[config.mk]
export PLATFORM = sky130hd
export DESIGN_NAME = tx_fifo_spw
export DESIGN_NICKNAME = d
export VERILOG_FILES = /design/src/rtl/spw_tx_pkg.sv /design/src/rtl/spw_fifo_ram.sv /design/src/rtl/tx_fifo_spw.sv
export SDC_FILE = /design/constraint.sdc
export NUM_CORES = 1
export LEC_CHECK = 0
export CAP_MARGIN = 40
export CORE_ASPECT_RATIO = 1.2
export CORE_MARGIN = 8
export CORE_UTILIZATION = 30
export DETAILED_ROUTE_END_ITERATION = 12
export GPL_ROUTABILITY_DRIVEN = 0
export MAX_ROUTING_LAYER = met4
export PLACE_DENSITY_LB_ADDON = 0.15
export SYNTH_ARGS = -nofsm -noshare
export SYNTH_HDL_FRONTEND = slang
export SYNTH_SLANG_ARGS = --single-unit
[constraint.sdc]
create_clock -name pclk_tx -period 3.7 [get_ports pclk_tx]
set_clock_uncertainty 0.05 [all_clocks]
set_input_delay 0.74 -clock pclk_tx [delete_from_list [all_inputs] [get_ports pclk_tx]]
set_output_delay 0.74 -clock pclk_tx [all_outputs]
set_load 0.05 [all_outputs]
[src/rtl/spw_tx_pkg.sv]
// Shared definitions for the SpaceWire transmit FIFO: N-char format,
// control codes, default geometry and occupancy-update encoding.
package spw_tx_pkg;

  localparam int NCHAR_W = 9;

  typedef logic [NCHAR_W-1:0] nchar_t;

  // Bit 8 set marks a control character; these are the two end-of-packet codes.
  localparam nchar_t NCHAR_EOP = 9'h100;
  localparam nchar_t NCHAR_EEP = 9'h101;

  localparam int FIFO_DEPTH_DEF  = 64;
  localparam int FIFO_AWIDTH_DEF = 6;
  localparam int AFULL_MARGIN    = 8;

  // How the memory occupancy changes at an edge.
  typedef enum logic [1:0] {
    CNT_HOLD = 2'd0,
    CNT_INC  = 2'd1,
    CNT_DEC  = 2'd2
  } cnt_op_t;

  // A push and a load in the same cycle cancel out.
  function automatic cnt_op_t cnt_op(input logic push, input logic load);
    cnt_op_t op;
    op = CNT_HOLD;
    if (push && !load) op = CNT_INC;
    if (!push && load) op = CNT_DEC;
    return op;
  endfunction

endpackage

[src/rtl/spw_fifo_ram.sv]
// Simple dual-port storage for the transmit FIFO: synchronous write,
// asynchronous read so the caller can register the word in its output stage.
module spw_fifo_ram
  import spw_tx_pkg::*;
#(
  parameter int DEPTH  = FIFO_DEPTH_DEF,
  parameter int AWIDTH = FIFO_AWIDTH_DEF
) (
  input  logic               i_clk,
  input  logic               i_we,
  input  logic [AWIDTH-1:0]  i_waddr,
  input  logic [NCHAR_W-1:0] i_wdata,
  input  logic [AWIDTH-1:0]  i_raddr,
  output logic [NCHAR_W-1:0] o_rdata
);

  logic [NCHAR_W-1:0] r_mem [DEPTH];

  // Store the pushed N-char; contents are intentionally left unreset.
  always_ff @(posedge i_clk) begin
    if (i_we) r_mem[i_waddr] <= i_wdata;
  end

  assign o_rdata = r_mem[i_raddr];

endmodule

[src/rtl/tx_fifo_spw.sv]
// Transmit-side FIFO between the host and the SpaceWire transmitter.
// Host pushes N-chars into memory; a single output register presents one
// N-char at a time to the transmitter with a valid/ready style handshake.
module tx_fifo_spw
  import spw_tx_pkg::*;
#(
  parameter int DEPTH  = FIFO_DEPTH_DEF,
  parameter int AWIDTH = FIFO_AWIDTH_DEF
) (
  input  logic               pclk_tx,
  input  logic               reset_tx_n,
  input  logic               wr_en_fifo,
  input  logic [NCHAR_W-1:0] wr_data_fifo,
  input  logic               flush_fifo,
  input  logic               enable_tx,
  input  logic               ready_tx_data,
  output logic [NCHAR_W-1:0] data_tx_o,
  output logic               txwrite_tx,
  output logic               full_fifo,
  output logic               almost_full_fifo,
  output logic               empty_fifo,
  output logic [AWIDTH:0]    counter_fifo,
  output logic               overflow_fifo
);

  localparam int AFULL_LVL = (DEPTH > AFULL_MARGIN) ? (DEPTH - AFULL_MARGIN) : 0;
  localparam logic [AWIDTH:0] C_FULL  = (AWIDTH+1)'(DEPTH);
  localparam logic [AWIDTH:0] C_AFULL = (AWIDTH+1)'(AFULL_LVL);

  logic [1:0]         r_rst_sync;
  logic               w_rst_n;
  logic [AWIDTH-1:0]  r_wr_ptr;
  logic [AWIDTH-1:0]  r_rd_ptr;
  logic [AWIDTH:0]    r_count;
  logic [NCHAR_W-1:0] r_data_out;
  logic               r_txwrite;
  logic               r_overflow;

  logic               w_full;
  logic               w_push;
  logic               w_stage_free;
  logic               w_load;
  logic               w_xfer_done;
  logic [NCHAR_W-1:0] w_rd_data;
  cnt_op_t            w_cnt_op;

  // Assert reset immediately, release it only on a clock edge.
  always_ff @(posedge pclk_tx or negedge reset_tx_n) begin
    if (!reset_tx_n) r_rst_sync <= 2'b00;
    else             r_rst_sync <= {r_rst_sync[0], 1'b1};
  end

  assign w_rst_n = r_rst_sync[1];

  // Full is taken from the occupancy counter, never from pointer equality.
  assign w_full       = (r_count == C_FULL);
  assign w_push       = wr_en_fifo && !w_full && !flush_fifo;
  // Output register may refill when empty or when its word leaves this cycle.
  assign w_stage_free = !r_txwrite || ready_tx_data;
  assign w_load       = enable_tx && !flush_fifo && (r_count != '0) && w_stage_free;
  // While the link is halted the presented word is held, not consumed.
  assign w_xfer_done  = enable_tx && r_txwrite && ready_tx_data;
  assign w_cnt_op     = cnt_op(w_push, w_load);

  spw_fifo_ram #(
    .DEPTH  (DEPTH),
    .AWIDTH (AWIDTH)
  ) u_ram (
    .i_clk   (pclk_tx),
    .i_we    (w_push),
    .i_waddr (r_wr_ptr),
    .i_wdata (wr_data_fifo),
    .i_raddr (r_rd_ptr),
    .o_rdata (w_rd_data)
  );

  // Pointers and occupancy; flush wins over push and load.
  always_ff @(posedge pclk_tx or negedge w_rst_n) begin
    if (!w_rst_n) begin
      r_wr_ptr <= '0;
      r_rd_ptr <= '0;
      r_count  <= '0;
    end else if (flush_fifo) begin
      r_wr_ptr <= '0;
      r_rd_ptr <= '0;
      r_count  <= '0;
    end else begin
      if (w_push) r_wr_ptr <= r_wr_ptr + 1'b1;
      if (w_load) r_rd_ptr <= r_rd_ptr + 1'b1;
      case (w_cnt_op)
        CNT_INC: r_count <= r_count + 1'b1;
        CNT_DEC: r_count <= r_count - 1'b1;
        default: r_count <= r_count;
      endcase
    end
  end

  // Output stage: load from memory, hold while stalled, empty after transfer.
  always_ff @(posedge pclk_tx or negedge w_rst_n) begin
    if (!w_rst_n) begin
      r_data_out <= '0;
      r_txwrite  <= 1'b0;
    end else if (flush_fifo) begin
      r_data_out <= '0;
      r_txwrite  <= 1'b0;
    end else if (w_load) begin
      r_data_out <= w_rd_data;
      r_txwrite  <= 1'b1;
    end else if (w_xfer_done) begin
      r_txwrite  <= 1'b0;
    end
  end

  // Sticky overflow: a push attempted against a full memory is dropped.
  always_ff @(posedge pclk_tx or negedge w_rst_n) begin
    if (!w_rst_n)                     r_overflow <= 1'b0;
    else if (flush_fifo)              r_overflow <= 1'b0;
    else if (wr_en_fifo && w_full)    r_overflow <= 1'b1;
  end

  assign data_tx_o        = r_data_out;
  assign txwrite_tx       = r_txwrite;
  assign counter_fifo     = r_count;
  assign full_fifo        = w_full;
  assign almost_full_fifo = (r_count >= C_AFULL);
  assign empty_fifo       = (r_count == '0) && !r_txwrite;
  assign overflow_fifo    = r_overflow;

endmodule

Yosys cells after proc, flatten, opt, wreduce, memory -nomap -nowiden
Memories as Yosys holds them, arrays and structs flattened. Cells that the tools add are included.

Add/subtract/negate cells: 4. Multiplexer cells: 17. Magnitude comparators: 1. Reduce and logical (&&, ||, !) cells: 24. Eq/ne operators: 3.

Operator list (count): $mux W6 (4); $mux W9 (2); $pmux W7 S2 (1); $add A6 B1 Y6 const B (2); $logic_and A1 B1 Y1 (11); $mux W1 (8); $add A7 B1 Y7 const B (1); $eq A7 B7 Y1 const B (1); $ge A7 B6 Y1 const B (1); $logic_not A7 Y1 (1); $mux W7 (1); $reduce_bool A7 Y1 (1); $sub A7 B1 Y7 const B (1); $reduce_bool A2 Y1 (3); $reduce_bool A3 Y1 (2); $logic_not A1 Y1 (5); $eq A2 B1 Y1 const B (1); $eq A2 B2 Y1 const B (1); $mux W2 (1); $logic_or A1 B1 Y1 (1).

Output and inout port bits: 21. Bits in writable memories: 576. Word-level logic and storage cells: 57. Memories: 1. Input bits: 15. Register bits: 32.

Memories: u_ram.r_mem (words 64, width 9, rd ports 1, clocked after memory_dff 0, write ports 1, RTL line spw_fifo_ram.sv:17) `logic [NCHAR_W-1:0] r_mem [DEPTH];`.

Depth between registers and ports, before layout
Depth after elaboration: 11. Gate-level depth with buffers: 12. Mapped depth without buffers: 11.

Hierarchy
A second synthesis with hierarchy kept.

Cell total of the unflattened synthesis: 1199. Area total of the unflattened synthesis: 24133.1 um2.

Modules (own cells, without submodules): spw_fifo_ram (area each 22414.0 um2, cells an instance 1011, seq. area each 17296.6 um2, times used 1); tx_fifo_spw (area each 1719.1 um2, cells an instance 188, seq. area each 800.8 um2, times used 1).

Worst setup path after synthesis
Ideal clock, no wire load.

Kind: register to register. Start: register r_count[3] (netlist: counter_fifo[3]). End: register r_count[4] (netlist: counter_fifo[4]). Setup time: 0.126 ns. Slack: 0.606 ns. Cell stages (with the launch flop): 11. Period minus slack after synthesis: 3.094 ns. Path buffers: 1. Arrival: 2.918 ns. Data required time: 3.524 ns. Cell sequence: dfrtp_1 buf_4 or4_4 nor2_4 o21ai_4 xnor2_1 ha_1 and3_1 mux2i_1 nor4_1 a221o_1.

Word-level cells in the longest chain between the ends: 10. Elaborated cells on any way between the ends: 20. Those cells by class: add/sub: 2; eq/ne: 3; mux: 4; reduce/logical: 11.

RTL lines: start: declaration (RTL line tx_fifo_spw.sv:34) `logic [AWIDTH:0] r_count;`; start signal: assignment (RTL line tx_fifo_spw.sv:91) `CNT_INC: r_count <= r_count + 1'b1;`; start signal: assignment (RTL line tx_fifo_spw.sv:92) `CNT_DEC: r_count <= r_count - 1'b1;`; start signal: assignment (RTL line tx_fifo_spw.sv:93) `default: r_count <= r_count;`; $eq A7 B7 Y1 (*) (RTL line tx_fifo_spw.sv:56) `assign w_full = (r_count == C_FULL);`; net full_fifo (RTL line tx_fifo_spw.sv:19) `output logic full_fifo,`; $logic_not A1 Y1 (*) (RTL line tx_fifo_spw.sv:57) `assign w_push = wr_en_fifo && !w_full && !flush_fifo;`; $logic_and A1 B1 Y1 (*) (2 in a row) (RTL line tx_fifo_spw.sv:57); $logic_and A1 B1 Y1 or $logic_not A1 Y1 (tied branches) (RTL line spw_tx_pkg.sv:28, spw_tx_pkg.sv:29); $mux W1 or $logic_and A1 B1 Y1 (tied branches) (RTL line spw_tx_pkg.sv:28, spw_tx_pkg.sv:29); $mux W2 (*) (RTL line spw_tx_pkg.sv:29) `if (!push && load) op = CNT_DEC;`; $eq A2 B2 Y1 or $eq A2 B1 Y1 (tied branches) (RTL line tx_fifo_spw.sv:90) `case (w_cnt_op)`; $pmux W7 S2 (RTL line tx_fifo_spw.sv:90); $mux W7 (RTL line tx_fifo_spw.sv:83) `end else if (flush_fifo) begin`.

Mark *: on every way through the listed nets, which the timed path passes. The rest lies on a longest branch. A chain may end at the register's enable or synchronous reset.

Worst setup path in the final report
Start: register r_count[1] (netlist: counter_fifo[1]). End: output full_fifo.

Word-level cells in the longest chain between the ends: 1.

RTL lines (RTL line): $eq A7 B7 Y1 (tx_fifo_spw.sv:56); end: declaration (tx_fifo_spw.sv:19).

Every way passes these cells.

==> flow_summary.yaml <==
run_status:
  outcome: "complete, no violations"
grt:
  overflow: 0
  global_route.usage.met3_pct: 2.54
  grt_busiest_layer: "met2"
  via_count_of_the_first_global_routing_pass: 13000
  grt_max_degree: 65
  use_met2_pct: 23.6
  gr-usage-all-layers_pct: 14.4
  grt_pass1_wl_um: 92000
  number_of_antenna_violations_at_the_first_check_in_global_routing: 1
  grt_util_met1_pct: 17.5
power:
  leakagePower_nw: 8.92
  pwr-share-seq_pct: 45.1
  power.ir.vdd_worst_uv: 327
  power_density_mw_per_mm2: 620
  combinational_power_share_pct: 18.4
  power.switching_w: 0.00479
  p_total_w: 0.0176
  clock_network_fraction_of_design_power_pct: 36.5
  power_switching_share_pct: 27.2
  power.internal_w: 0.0128
routing:
  starting_drt_drc_count: 936
  antenna_left: 0
  wire_per_inst_um: 25.0
  firstDrtPassIters: 5
  drt_drc: 0
  drt-total-wl_um: 62500
  dr_total_vias: 12100
  post_drt_via_cell_ratio: 4.84
floorplan:
  die_width_um: 275
  floorplan.io_pins: 36
  dieArea_mm2: 0.0897
  initial_core_util_pct: 30.1
  fp.dieH_um: 327
  row_count: 114
  design.core.area_mm2: 0.0800
worst_setup_path:
  rrSetupSlack_ps: 630
  timing.critical_path.from_type: "flop"
  worstRegToRegCells: 6
  cp-end-kind: "output pin"
  crit_required_ps: 2910
  reg2reg_from: "r_rd_ptr[0]$_DFFE_PN0P_"
  crit_end: "full_fifo"
  timing_worst_setup_path_type: "reg2out"
  cp.arrival_ps: 2830
  cp-startpoint: "counter_fifo[1]$_DFFE_PN0P_"
  maximum_fanout_along_the_worst_path: 10
  timing.rr.end: "data_tx_o[5]$_DFFE_PN0P_"
worst_hold_path:
  holdCritPathClass: "reg2async"
clocking:
  post_cts.resized_instances: 0
  cts.path.max_buffers: 3
  cts-root-buf: "clkbuf_16"
  cts_max_level: 3
  tritoncts: "built"
  post_cts_hold_buffer_count: 0
  cts_inserted_buffers: 67
  clkSinkCount: 608
  worstSkewPairLatency_ps: 600
  cts.reportedPaths.clkPinSlew_ps: 60
  cts_setup_buffers: 0
final_layout:
  finalNetCount: 1423
  most_frequent_cells_in_the_layout: "576 x edfxtp_1, 108 x mux4_2, 97 x buf_4, 88 x nor2_1, 74 x mux2i_1"
  drive_gt1_share_pct: 23.7
  fillers: 7437
  finish.cell_count_without_fillers: 2498
  final_core_util_pct: 35.5
  ant_cells: 0
  synthToLayoutAreaGrowth_pct: 17.7
  layout.cells.most_common: "edfxtp_1"
placed_design:
  dpl.hpwl_um: 40100
  place.port_buffers: 35
  numPlacedInstances: 2379
  dp_slack_ps: 454
timing:
  tightestPinTransition_ps: 879
  relSlewSlack_pct: 41.4
  layout_min_cycle_time_ps: 3620
  timing.final.setup_violations: 0
  grt_setup_unrepaired: "false"
  post-route-worst-setup-slack_ps: 84.3
  final-hold-violation-count: 0
  post-route-period-util_pct: 97.7
  final_max_slew_viol_count: 0
  max_clock_freq_mhz: 277
  totalNegativeSetupSlack_ps: 0
synthesis:
  postSynth.topFlopCell: "edfxtp_1"
  synth_warnings: 0
  number_of_enable_flip_flop_cells_after_synthesis: 576
  synth_seq_cells: 608
  ys_seq_area_share_pct: 75.1
  netlist_area_mm2: 0.0241
  synthesis.area_per_instance_um2: 18.9
  synthesis.instances: 1274
  synth_cell_type_count: 57
  async_reset_ff_share_pct: 5.26
  syn-num-nets: 1293
job:
  max_cap_violations: 0
-- Yosys cell counts (all sizes together), types with 5 or more instances --
library cell  number  share of area (%)
nand3b             8               0.26
xnor2              7               0.25
o22ai             18               0.47
nor2              91                1.5
nand2             66                1.0
nor4               6               0.24
a211oi            18               0.56
mux2              10               0.48
dfrtp             32                3.3
mux4             108                 10
buf               48                1.2
o21ai             10               0.30
or3                7               0.18
nand3             20               0.44
nor2b             10               0.26
a22oi             36                1.1
nand2b             5               0.13
a32o              10               0.42
mux2i             74                3.1
clkbuf            34               0.53
a221o             11               0.46
nand4             21               0.55
edfxtp           576                 72
a21oi             16               0.33
-- routing by layer --
| layer | vias to the layer above | wire length (µm) | part of all wire (%) |
|---|---|---|---|
| li1 | 5423 | - | - |
| met3 | 92 | 2250 | 3.6 |
| met1 | 6351 | 26700 | 43 |
| met5 | - | 0 | 0 |
| met4 | 0 | 2390 | 3.8 |
| met2 | 217 | 31200 | 50 |
-- kinds of logic after synthesis --
kind of cell	after synthesis	share of synthesized area, %
buffers and inverters	85	1.78
other	1	0.0156
and+or+nand+nor	245	4.93
adders and majority gates	4	0.208
DFF	608	75.1
xor gates and xnor gates	11	0.400
muxes	192	13.6
AOI/OAI and AO/OA	128	3.95
-- worst min-delay path by stage --
stage                                  end  slack (ps)  cells past startpoint
3_3_place_gp        txwrite_tx$_DFFE_PN0P_         240                      1
6_report       counter_fifo[4]$_DFFE_PN0P_         220                      1
2_1_floorplan      r_rst_sync[1]$_DFF_PN0_         280                      0
3_5_place_dp        txwrite_tx$_DFFE_PN0P_         250                      1
4_1_cts        counter_fifo[1]$_DFFE_PN0P_         230                      1
5_1_grt            r_rst_sync[0]$_DFF_PN0_         260                      1
-- state kept, by name, indices dropped and copies added (netlist names) --
register / cells
r_rst_sync: 2
r_wr_ptr: 6
overflow_fifo: 1
counter_fifo: 7
u_ram.r_mem: 576
txwrite_tx: 1
data_tx_o: 9
r_rd_ptr: 6
-- area by class of cell --
cell class	count	area (µm²)	area share [%]
Sequential cell	608	18100	63.8
Inverter	3	11.3	0.0397
Tap cell	1044	1310	4.60
Clock inverter	33	293	1.03
Clock buffer	86	1810	6.38
Multi-Input combinational cell	581	5600	19.7
Timing Repair Buffer	143	1260	4.43
-- power groups by stage --
stage | clock, W | sequential [W] | combinational [W]
after floorplan | 0 | 0.00806 | 0.00200
after global placement | 0 | 0.00810 | 0.00333
after detailed placement | 0 | 0.00810 | 0.00333
after CTS | 0.00663 | 0.00796 | 0.00334
after global routing | 0.00688 | 0.00796 | 0.00349
final | 0.00643 | 0.00793 | 0.00325
-- through the flow --
stage | hold slack, ps | instance area, µm²
2_1_floorplan | 281 | 24100
3_3_place_gp | 238 | 26200
3_5_place_dp | 246 | 26300
4_1_cts | 233 | 28400
5_1_grt | 263 | 28400
6_report | 219 | 28400
-- critical path, stage by stage, from the launching register on --
cell	delay [ps]
dfrtp_1	530
or4_4	650
nor2_4	210
clkdlybuf4s50_1	840
Power figures use the tool's default switching activity.
